File: config.mk
export PLATFORM = sky130hd
export DESIGN_NAME = eight_bit_demux_fifo_flat
export DESIGN_NICKNAME = d
export VERILOG_FILES = /design/src/rtl/eight_bit_demux_fifo_if.sv /design/src/rtl/eight_bit_demux_fifo.sv /design/src/flat_wrapper.sv
export SDC_FILE = /design/constraint.sdc
export NUM_CORES = 1
export LEC_CHECK = 0
export CORE_MARGIN = 3
export CORE_UTILIZATION = 55
export CTS_BUF_LIST = sky130_fd_sc_hd__clkbuf_4 sky130_fd_sc_hd__clkbuf_8
export CTS_CLUSTER_DIAMETER = 30
export CTS_CLUSTER_SIZE = 12
export DETAILED_ROUTE_END_ITERATION = 8
export GPL_ROUTABILITY_DRIVEN = 0
export PLACE_DENSITY = 0.84
export SLEW_MARGIN = 20
export SYNTH_ARGS = -nofsm -noshare
export SYNTH_HDL_FRONTEND = slang
export SYNTH_SLANG_ARGS = --single-unit
export TNS_END_PERCENT = 1
File: constraint.sdc
create_clock -name clk -period 4.55 [get_ports clk]
set_input_delay 0.91 -clock clk [delete_from_list [all_inputs] [get_ports clk]]
set_output_delay 0.91 -clock clk [all_outputs]
set_load 0.05 [all_outputs]
File: src/rtl/eight_bit_demux_fifo_if.sv
// rtl/eight_bit_demux_fifo_if.sv - sample-bus and per-channel stream bundle for the 2:1 demux FIFO
interface eight_bit_demux_fifo_if #(
  parameter int DEPTH = 4,
  parameter int LVLW  = $clog2(DEPTH) + 1
);
  logic [7:0]      in_data;
  logic            in_sel;
  logic            in_parity;
  logic            in_valid;
  logic            in_ready;
  logic [7:0]      out1_data;
  logic            out1_valid;
  logic            out1_ready;
  logic [7:0]      out2_data;
  logic            out2_valid;
  logic            out2_ready;
  logic [LVLW-1:0] ch1_level;
  logic [LVLW-1:0] ch2_level;
  logic [7:0]      err_count;

  modport master (
    output in_data, in_sel, in_parity, in_valid, out1_ready, out2_ready,
    input  in_ready, out1_data, out1_valid, out2_data, out2_valid,
           ch1_level, ch2_level, err_count
  );

  modport slave (
    input  in_data, in_sel, in_parity, in_valid, out1_ready, out2_ready,
    output in_ready, out1_data, out1_valid, out2_data, out2_valid,
           ch1_level, ch2_level, err_count
  );
endinterface

File: src/rtl/eight_bit_demux_fifo.sv
// rtl/eight_bit_demux_fifo.sv - steers tagged beats into two FWFT FIFOs
// Optional even-parity drop/count when EIGHT_BIT_DEMUX_PARITY_EN is defined.
module eight_bit_demux_fifo #(
  parameter int DEPTH = 4
) (
  input  logic                  clk,
  input  logic                  reset_n,
  eight_bit_demux_fifo_if.slave bus
);
  localparam int LVLW = $clog2(DEPTH) + 1;
  localparam int PW   = (DEPTH > 1) ? $clog2(DEPTH) : 1;
  localparam logic [LVLW-1:0] FULL_LVL = LVLW'(DEPTH);

  logic [7:0]      mem_q    [2][DEPTH];
  logic [7:0]      mem_d    [2][DEPTH];
  logic [PW-1:0]   wr_ptr_q [2];
  logic [PW-1:0]   wr_ptr_d [2];
  logic [PW-1:0]   rd_ptr_q [2];
  logic [PW-1:0]   rd_ptr_d [2];
  logic [LVLW-1:0] level_q  [2];
  logic [LVLW-1:0] level_d  [2];
  logic [7:0]      hold_q   [2];
  logic [7:0]      hold_d   [2];
  logic [7:0]      head     [2];
  logic [1:0]      push;
  logic [1:0]      pop;
  logic [1:0]      out_ready;
  logic            in_ready;
  logic            accept;
  logic            par_ok;

  assign out_ready = {bus.out2_ready, bus.out1_ready};
  // Ready depends only on the addressed channel's fullness, never on in_valid.
  assign in_ready  = (level_q[bus.in_sel] != FULL_LVL);
  assign accept    = bus.in_valid && in_ready;

`ifdef EIGHT_BIT_DEMUX_PARITY_EN
  logic [7:0] err_q;
  logic [7:0] err_d;

  assign par_ok = ~^{bus.in_data, bus.in_parity};

  always_comb begin
    err_d = err_q;
    if (accept && !par_ok && (err_q != 8'hFF)) err_d = err_q + 8'd1;
  end

  always_ff @(posedge clk or negedge reset_n) begin
    if (!reset_n) err_q <= 8'h00;
    else          err_q <= err_d;
  end

  assign bus.err_count = err_q;
`else
  logic unused_parity;

  assign par_ok        = 1'b1;
  assign unused_parity = bus.in_parity;
  assign bus.err_count = 8'h00;
`endif

  always_comb begin
    mem_d    = mem_q;
    wr_ptr_d = wr_ptr_q;
    rd_ptr_d = rd_ptr_q;
    level_d  = level_q;
    hold_d   = hold_q;
    push     = '0;
    pop      = '0;
    for (int c = 0; c < 2; c++) begin
      push[c] = accept && (bus.in_sel == 1'(c)) && par_ok;
      pop[c]  = (level_q[c] != '0) && out_ready[c];
      head[c] = (level_q[c] != '0) ? mem_q[c][rd_ptr_q[c]] : hold_q[c];
      hold_d[c] = head[c];
      if (push[c]) begin
        mem_d[c][wr_ptr_q[c]] = bus.in_data;
        wr_ptr_d[c] = wr_ptr_q[c] + 1'b1;
      end
      if (pop[c]) rd_ptr_d[c] = rd_ptr_q[c] + 1'b1;
      if (push[c] && !pop[c])      level_d[c] = level_q[c] + 1'b1;
      else if (pop[c] && !push[c]) level_d[c] = level_q[c] - 1'b1;
    end
  end

  always_ff @(posedge clk or negedge reset_n) begin
    if (!reset_n) begin
      for (int c = 0; c < 2; c++) begin
        wr_ptr_q[c] <= '0;
        rd_ptr_q[c] <= '0;
        level_q[c]  <= '0;
        hold_q[c]   <= 8'h00;
      end
    end else begin
      wr_ptr_q <= wr_ptr_d;
      rd_ptr_q <= rd_ptr_d;
      level_q  <= level_d;
      hold_q   <= hold_d;
    end
  end

  // Storage needs no reset: the head mux shows hold_q until an entry is written.
  always_ff @(posedge clk) begin
    mem_q <= mem_d;
  end

  assign bus.in_ready   = in_ready;
  assign bus.out1_data  = head[0];
  assign bus.out2_data  = head[1];
  assign bus.out1_valid = (level_q[0] != '0);
  assign bus.out2_valid = (level_q[1] != '0);
  assign bus.ch1_level  = level_q[0];
  assign bus.ch2_level  = level_q[1];
endmodule

File: src/flat_wrapper.sv
// flat-port wrapper written by rule: the top's interface ports become plain ports
module eight_bit_demux_fifo_flat 
#(
  parameter int DEPTH = 4
)
  (clk, reset_n, bus_in_data, bus_in_sel, bus_in_parity, bus_in_valid, bus_out1_ready, bus_out2_ready, bus_in_ready, bus_out1_data, bus_out1_valid, bus_out2_data, bus_out2_valid, bus_ch1_level, bus_ch2_level, bus_err_count);
  eight_bit_demux_fifo_if #(.DEPTH(DEPTH)) bus_i ();
  input  logic clk;
  input  logic reset_n;
  input wire logic [$bits(bus_i.in_data)-1:0] bus_in_data;
  input wire logic [$bits(bus_i.in_sel)-1:0] bus_in_sel;
  input wire logic [$bits(bus_i.in_parity)-1:0] bus_in_parity;
  input wire logic [$bits(bus_i.in_valid)-1:0] bus_in_valid;
  input wire logic [$bits(bus_i.out1_ready)-1:0] bus_out1_ready;
  input wire logic [$bits(bus_i.out2_ready)-1:0] bus_out2_ready;
  output wire logic [$bits(bus_i.in_ready)-1:0] bus_in_ready;
  output wire logic [$bits(bus_i.out1_data)-1:0] bus_out1_data;
  output wire logic [$bits(bus_i.out1_valid)-1:0] bus_out1_valid;
  output wire logic [$bits(bus_i.out2_data)-1:0] bus_out2_data;
  output wire logic [$bits(bus_i.out2_valid)-1:0] bus_out2_valid;
  output wire logic [$bits(bus_i.ch1_level)-1:0] bus_ch1_level;
  output wire logic [$bits(bus_i.ch2_level)-1:0] bus_ch2_level;
  output wire logic [$bits(bus_i.err_count)-1:0] bus_err_count;
  assign bus_i.in_data = bus_in_data;
  assign bus_i.in_sel = bus_in_sel;
  assign bus_i.in_parity = bus_in_parity;
  assign bus_i.in_valid = bus_in_valid;
  assign bus_i.out1_ready = bus_out1_ready;
  assign bus_i.out2_ready = bus_out2_ready;
  assign bus_in_ready = bus_i.in_ready;
  assign bus_out1_data = bus_i.out1_data;
  assign bus_out1_valid = bus_i.out1_valid;
  assign bus_out2_data = bus_i.out2_data;
  assign bus_out2_valid = bus_i.out2_valid;
  assign bus_ch1_level = bus_i.ch1_level;
  assign bus_ch2_level = bus_i.ch2_level;
  assign bus_err_count = bus_i.err_count;
  eight_bit_demux_fifo #(.DEPTH(DEPTH)) u_core (.clk(clk), .reset_n(reset_n), .bus(bus_i));
endmodule
# After elaboration in Yosys (flattened, before gate mapping)
# Cells that the tools add are included.
# op_classes
add_sub_neg	8
order_cmp	7
n_eq_ne	1
muxes	21
bitwise_logic	6
n_reduce_logical	19
# ops
cell	n
$bwmux 32	2
$mux 8	8
$bmux 8 s2	2
$demux 8 s2	2
$mux 3	7
$ge 3x3->1 const B	4
$not 2->3	4
$logic_and 1x1->1	11
$add 2x1->2 const B	4
$add 3x1->3 const B	2
$lt 3x1->1 const B	2
$reduce_bool 3->1	2
$sub 3x1->3 const B	2
$logic_not 1->1	4
$reduce_bool 2->1	2
$ne 3x3->1 const B	1
$ge 2x2->1 const B	1
$not 1->2	1
$not 1->1	1
# totals
ff_bits	94
input_bits	15
out_inout_bits	33
word_cells	78

# Longest topological paths before layout
# Gate-level depths: netlist (run 1).
# logic_depth
word_depth	11
mapped_depth	9
ltp_nobuf	8

# Worst setup path before layout (run 1)
# OpenSTA, ideal clock, no wires.
# synth_timing
path_type	register -> output
start	register u_core.level_q, in the netlist u_core.bus.ch1_level[0]
end	output port bus_in_ready
arrival_ns	1.803
required_ns	3.640
setup_slack_ns	1.837
stages_incl_launch_ff	4
n_path_buf	0
path_cell_list	dfrtp_1 > nor3b_1 > nor2b_1 > a31oi_1
# synth_via
elab_chain_cells	4
# synth_lines
item	line	text
from (decl)	eight_bit_demux_fifo.sv:20	logic [LVLW-1:0] level_q [2];
from (signal assigned)	eight_bit_demux_fifo.sv:96	level_q <= level_d;
$mux 3 (not written as such) (3 in series)	eight_bit_demux_fifo.sv:34	assign in_ready = (level_q[bus.in_sel] != FULL_LVL);
$ne 3x3->1	eight_bit_demux_fifo.sv:34	
to (decl)	flat_wrapper.sv:16	output wire logic [$bits(bus_i.in_ready)-1:0] bus_in_ready;
# Every way passes these cells. The select of a mux whose other input is x is not followed.

# Worst setup path after layout (run 1)
# layout_timing
start	register u_core.rd_ptr_q[2] (netlist name)
end	output port bus_out1_data[7]
# layout_via
elab_chain_cells	5
# layout_lines
item	line	text
from (decl)	eight_bit_demux_fifo.sv:18	logic [PW-1:0] rd_ptr_q [2];
from (signal assigned)	eight_bit_demux_fifo.sv:95	rd_ptr_q <= rd_ptr_d;
$not 2->3 (not written as such)	eight_bit_demux_fifo.sv:73	head[c] = (level_q[c] != '0) ? mem_q[c][rd_ptr_q[c]] : hold_q[c];
$bmux 8 s2	eight_bit_demux_fifo.sv:73	
$mux 8 (not written as such) (2 in series)	eight_bit_demux_fifo.sv:73	
$mux 8	eight_bit_demux_fifo.sv:73	
to (decl)	flat_wrapper.sv:17	output wire logic [$bits(bus_i.out1_data)-1:0] bus_out1_data;
# Every way passes these cells. The select of a mux whose other input is x is not followed.

==> results of run 1 <==
-- cell type report --
cell class                 count  area (um2)
sequential                    94        2670
fill                         439        2120
multi-input combinational     91        1090
timing repair buffer          39         388
clock buffer                  10         131
tap                           93         116
clock inverter                 6        28.8
inverter                       6        22.5
-- flip-flops by register name, indices dropped and copies added (netlist names) --
| signal | cells |
|---|---|
| u_core.rd_ptr_q | 4 |
| u_core.bus.ch1_level | 3 |
| u_core.mem_q | 64 |
| u_core.hold_q | 16 |
| u_core.bus.ch2_level | 3 |
| u_core.wr_ptr_q | 4 |
-- Yosys cell counts, drive strengths merged --
cell type	n	area, um2
clkbuf	2	7.51
xnor2	8	70.1
buf	12	105
a31oi	1	6.26
a21oi	1	5.00
nand2	3	11.3
mux2	20	285
fa	2	40.0
mux4	16	360
nor2b	1	6.26
inv	6	22.5
nor3b	2	20.0
and2	8	50.1
dfrtp	30	751
edfxtp	64	1920
ha	10	125
conb	1	3.75
nor2	3	11.3
or3	2	22.5
nand3	2	10.0
xor2	4	35.0
-- placed cells by master (no fill, tap or decap), types with 2 or more instances in the layout --
cell	instances
inv_1	6
and2_1	8
conb_1	8
dfrtp_1	30
xor2_1	4
fa_1	2
mux2_2	4
ha_1	10
clkbuf_8	9
clkinv_1	3
edfxtp_1	64
mux4_2	16
nor2_1	3
or3_4	2
nand3_1	2
clkdlybuf4s50_1	38
mux2_4	16
xnor2_1	8
clkinv_2	2
nand2_1	3
-- how the worst min path moves through the flow --
stage | endpoint | slack [ps] | cells past startpoint
6_report | u_core.hold_q[1] | 500 | 1
2_1_floorplan | u_core.wr_ptr_q[3] | 530 | 1
3_5_place_dp | u_core.hold_q[8] | 480 | 1
4_1_cts | u_core.hold_q[13] | 500 | 1
3_3_place_gp | u_core.hold_q[11] | 480 | 1
5_1_grt | u_core.hold_q[1] | 510 | 1
-- layer usage --
layer	vias to the layer above	share of wire (%)
met3	11	4.4
met2	45	49
met5	-	0
met4	0	1.5
li1	803	-
met1	878	45
-- metrics by stage --
step	power [uW]	setup WS, ps
floorplan	2480	1840
CTS	3350	919
detailed placement	2880	1170
global route	3470	843
global placement	2840	1180
finish	3300	979
-- worst register-to-register path, delay by kind of cell, from the launching register on --
| family | cells | cell delay (ps) |
|---|---|---|
| fa+ha+maj | 2 | 590 |
| xor+xnor | 2 | 320 |
| flops | 1 | 460 |
| buf+inv | 1 | 70 |
| simple gates | 3 | 800 |
-- power by group through the flow --
stage               Combinational [uW]  Sequential, uW  Clock [uW]
floorplan                         1170            1310           0
global placement                  1520            1310           0
detailed placement                1560            1330           0
CTS                               1560            1310         477
global route                      1620            1330         518
finish                            1540            1300         462
-- kinds of logic (layout without fill, tap and decap cells) --
family,after synthesis,count (layout),share of synthesized area (%)
buf+inv,20,61,3.49
xor+xnor,12,12,2.72
other cells,1,8,0.0969
compound gates,2,2,0.291
fa+ha+maj,12,12,4.27
flops,94,94,69.1
simple gates,21,21,3.39
mux,36,36,16.7
==> flow_metrics.tcl, run 1 <==
set metrics [dict create \
    max_freq_mhz 280 \
    drt-total-wl_um 6050 \
    avgSynthCellArea_um2 19.5 \
    p_leak_uw 0.00167 \
    placed_area_um2 4290 \
    cts_num_sinks 94 \
    worstPathMaxFanout 10 \
    path_clk_slew_ps 80 \
    finalSetupViolCount 0 \
    groute.usage.overall_pct 16.1 \
    floorplan.initialDensity_pct 58.9 \
    holdWs_ps 495 \
    wl_per_cell_um 17.8 \
    worstSetupEndpoint "bus_out1_data[7]" \
    drc_errors 0 \
    tightest_slew_ps 590 \
    crit_type "reg -> out" \
    switchingPower_uw 1310 \
    grt_pass1_wl_um 9840 \
    met3_usage_pct 5.26 \
    endpoint_kind "output pin" \
    ctsHoldBuffers 0 \
    die_h_um 89.9 \
    layout.cells.non_filler 339 \
    drv_slew 0 \
    syn_area_um2 3870 \
    io_pins 48 \
    cts_tree "built" \
    switching_share_pct 39.7 \
    drt.antenna.violating_nets 0 \
    min_period_ps 3570 \
    post_cts_resize_count 0 \
    worst_path_largest_cell_delay_ps 720 \
    crit-reg2reg-launch "u_core.bus.ch2_level[0]" \
    vias 1737 \
    skew_ps 7.97 \
    final_area_um2 4450 \
    arrival_ps 2660 \
    cp_top_family "multiplexers" \
    hold_path.class "reg -> reg" \
    cp-start-kind "flop" \
    postCtsSetupBuffers 0 \
    crit_buf_inv 1 \
    dpl.hpwl_um 4150 \
    diodes 0 \
    post-route-period-util_pct 78.5 \
    core.rowCount 29 \
    root_buffer "clkbuf_8" \
    numCtsBuffers 9 \
    crit_chain "mux4_2 -> mux2_4 -> clkdlybuf4s50_1" \
    drt_iter0_drc 95 \
    core_area_um2 6570 \
    yosys_warnings 0 \
    antenna_found_initial 0 \
    place_inst 323 \
    required_ps 3640 \
    pwr-share-seq_pct 39.4 \
    dieArea_um2 8080 \
    ys_seq_area_share_pct 69.1 \
    r2r_end "u_core.bus.ch2_level[2]" \
    rsz0062_at_grt "no" \
    grt_pass1_vias 1856 \
    netlist_instances 198 \
    globalRouteMet2Util_pct 25.4 \
    ir_drop_uv 506 \
    pwr-share-clk_pct 14.0 \
    grt_max_degree 31 \
    synth.distinct_cells 24 \
    syn2layout_area_growth_pct 14.9 \
    cts_buffer_depth 2 \
    num-nets-final 268 \
    hold_viol 0 \
    worst-path-stages 3 \
    grt_busiest_layer "met2" \
    via_per_inst 5.12 \
    comb_power_share_pct 46.6 \
    internal-power_uw 1990 \
    powerDensity_nw_per_um2 742 \
    ys_seq_elements 94 \
    firstDrtPassIters 6 \
    h-tree-depth 3 \
    r2r.worst_path.cells 8 \
    slew_headroom_pct 60.7 \
    worstSetupStartpoint "u_core.rd_ptr_q[2]" \
    die_w_um 89.9 \
    run_status "finished, final reports clean" \
    met1_usage_pct 21.2 \
    cap_violations 0 \
    reg2reg_slack_ps 2260 \
    finalSetupTns_ps 0 \
    drive_gt1_share_pct 21.5 \
    clock_latency_ps 350 \
    grt_overflow 0 \
    port_buffers 38 \
    holdCritStartpoint "u_core.hold_q[1]" \
    fin_util_pct 67.7 \
    worst_path_max_delay_cell "dfrtp_1" \
]
(Power assumes the default switching activity.)
==> run 2, diff against run 1 <==
CORE_UTILIZATION = 52   (was 55)
PLACE_DENSITY = 0.83   (was 0.84)
clock period = 3 ns   (was 4.55 ns; I/O delays follow)
==> run 2 against run 1 <==
Against the previous run: clock power up 77%; clock skew up 7.4 ps; non-clock buffer count up 2; critical path depth unchanged; critical endpoint unchanged; core utilization down 4.1 points.
==> flow_metrics.tcl, run 2 (synthesis gave the netlist of run 1 again) <==
set metrics [dict create \
    finalSetupViolCount 0 \
    multiInputGateArea_um2 1090 \
    hold_path.class "reg -> reg" \
    wl_per_cell_um 17.5 \
    hold_viol 0 \
    place_inst 328 \
    syn2layout_area_growth_pct 15.3 \
    core.rowCount 30 \
    core_area_um2 7020 \
    worstPathMaxFanout 10 \
    postCtsSetupBuffers 0 \
    cp-start-kind "flop" \
    drt.antenna.violating_nets 0 \
    via_per_inst 5.17 \
    numCtsBuffers 9 \
    num-nets-final 270 \
    most-common-layout-cells "edfxtp_1, dfrtp_1, clkdlybuf4s50_1" \
    ctsHoldBuffers 0 \
    regMostFlops "u_core.mem_q" \
    diodes 0 \
    floorplan.initialDensity_pct 55.1 \
    endpoint_kind "output pin" \
    antenna_found_initial 0 \
    die_w_um 92.3 \
    skew_ps 15.4 \
    ir_drop_uv 642 \
    groute.usage.overall_pct 15.5 \
    worst_slack_ps 268 \
    n_fill_cell 484 \
    required_ps 2400 \
    largest_reg_flops 64 \
    cts_buffer_depth 2 \
    layout.cells.non_filler 344 \
    worst_path_largest_cell_delay_ps 730 \
    cts_num_sinks 94 \
    dpl.hpwl_um 4100 \
    root_buffer "clkbuf_8" \
    worst_path_max_delay_cell "dfrtp_1" \
    post_cts_resize_count 0 \
    clock_latency_ps 350 \
    cap_violations 0 \
    min_period_ps 2730 \
    finalSetupTns_ps 0 \
    drt-total-wl_um 6000 \
    power_uw 5070 \
    grt_max_degree 31 \
    drt_iter0_drc 83 \
    run_status "finished, final reports clean" \
    crit_chain "mux4_2 -> mux2_4 -> buf_4" \
    drv_slew 0 \
    h-tree-depth 3 \
    io_pins 48 \
    cts_tree "built" \
    holdWs_ps 505 \
    grt_pass1_wl_um 9790 \
    reg.largest.list "u_core.mem_q x64, u_core.hold_q x16" \
    die_h_um 92.3 \
    arrival_ps 2130 \
    dieArea_um2 8510 \
    drc_errors 0 \
    path_clk_slew_ps 90 \
    crit_type "reg -> out" \
    seq_area_um2 2670 \
    max_freq_mhz 366 \
    post-route-period-util_pct 91.1 \
    dp_slack_ps 439 \
    tightest_slew_ps 591 \
    grt_overflow 0 \
    port_buffers 38 \
    drive_gt1_share_pct 30.2 \
    firstDrtPassIters 4 \
    grt_pass1_vias 1853 \
    vias 1779 \
    p_leak_uw 0.00171 \
    slew_headroom_pct 60.6 \
    rsz0062_at_grt "no" \
    final_common_cell "edfxtp_1" \
    powerDensity_nw_per_um2 1140 \
]
[run 2: cell types whose count changed in the layout (fill, tap and decap cells not counted), sizes merged]
| cell | change |
|---|---|
| buf | +19 |
| clkdlybuf4s50 | -17 |
| clkinv | -1 |
| bufinv | +1 |
[run 2: layout make-up]
class                   count  share of cell area [%]
clock buffers              10                    3.08
well taps                  96                    2.69
repair buffers             41                    8.07
flip-flops and latches     94                    59.9
inverters                   6                   0.505
multi-input cells          91                    24.4
clock inverters             6                    1.37
[run 2: final timing paths]
kind	startpoint	to	slack [ps]	depth (start not counted)
setup / recovery	u_core.rd_ptr_q[2]	bus_out1_data[7]	270	3
hold / removal	u_core.hold_q[7]	u_core.hold_q[7]	500	1
setup reg to reg	u_core.bus.ch2_level[2]	u_core.bus.ch2_level[2]	710	8
hold reg to reg	u_core.hold_q[7]	u_core.hold_q[7]	500	1
max in group asynchronous	reset_n	u_core.rd_ptr_q[1]	2020	2
min in group asynchronous	reset_n	u_core.hold_q[11]	650	2
[run 2: per-stage QoR]
stage / util, % / area, um2
3_3_place_gp: 60.7 / 4260
6_report: 63.6 / 4460
2_1_floorplan: - / 3900
3_5_place_dp: 60.7 / 4260
4_1_cts: 63.6 / 4460
5_1_grt: 63.6 / 4460
[run 2: worst max-delay path, delay by kind of cell, from the launching register on]
kind | cells | cell delay, ps
buffers and inverters | 1 | 190
DFF | 1 | 730
muxes | 2 | 870
[run 2: report_power, final]
group	switching, uW	internal [uW]	leakage [uW]	total, uW
combinational	1320	958	0.000680	2270
clock	414	405	0.000102	819
sequential	273	1700	0.000931	1980
total	2000	3070	0.00171	5070
[run 2: per-layer routing]
metal | vias to the layer above | share of wire, % | GRT usage, %
met5 | - | 0 | 0
met4 | 0 | 0.97 | 3.59
met3 | 7 | 5.2 | 5.74
met2 | 48 | 50 | 25.6
met1 | 914 | 43 | 19.5
li1 | 810 | - | -
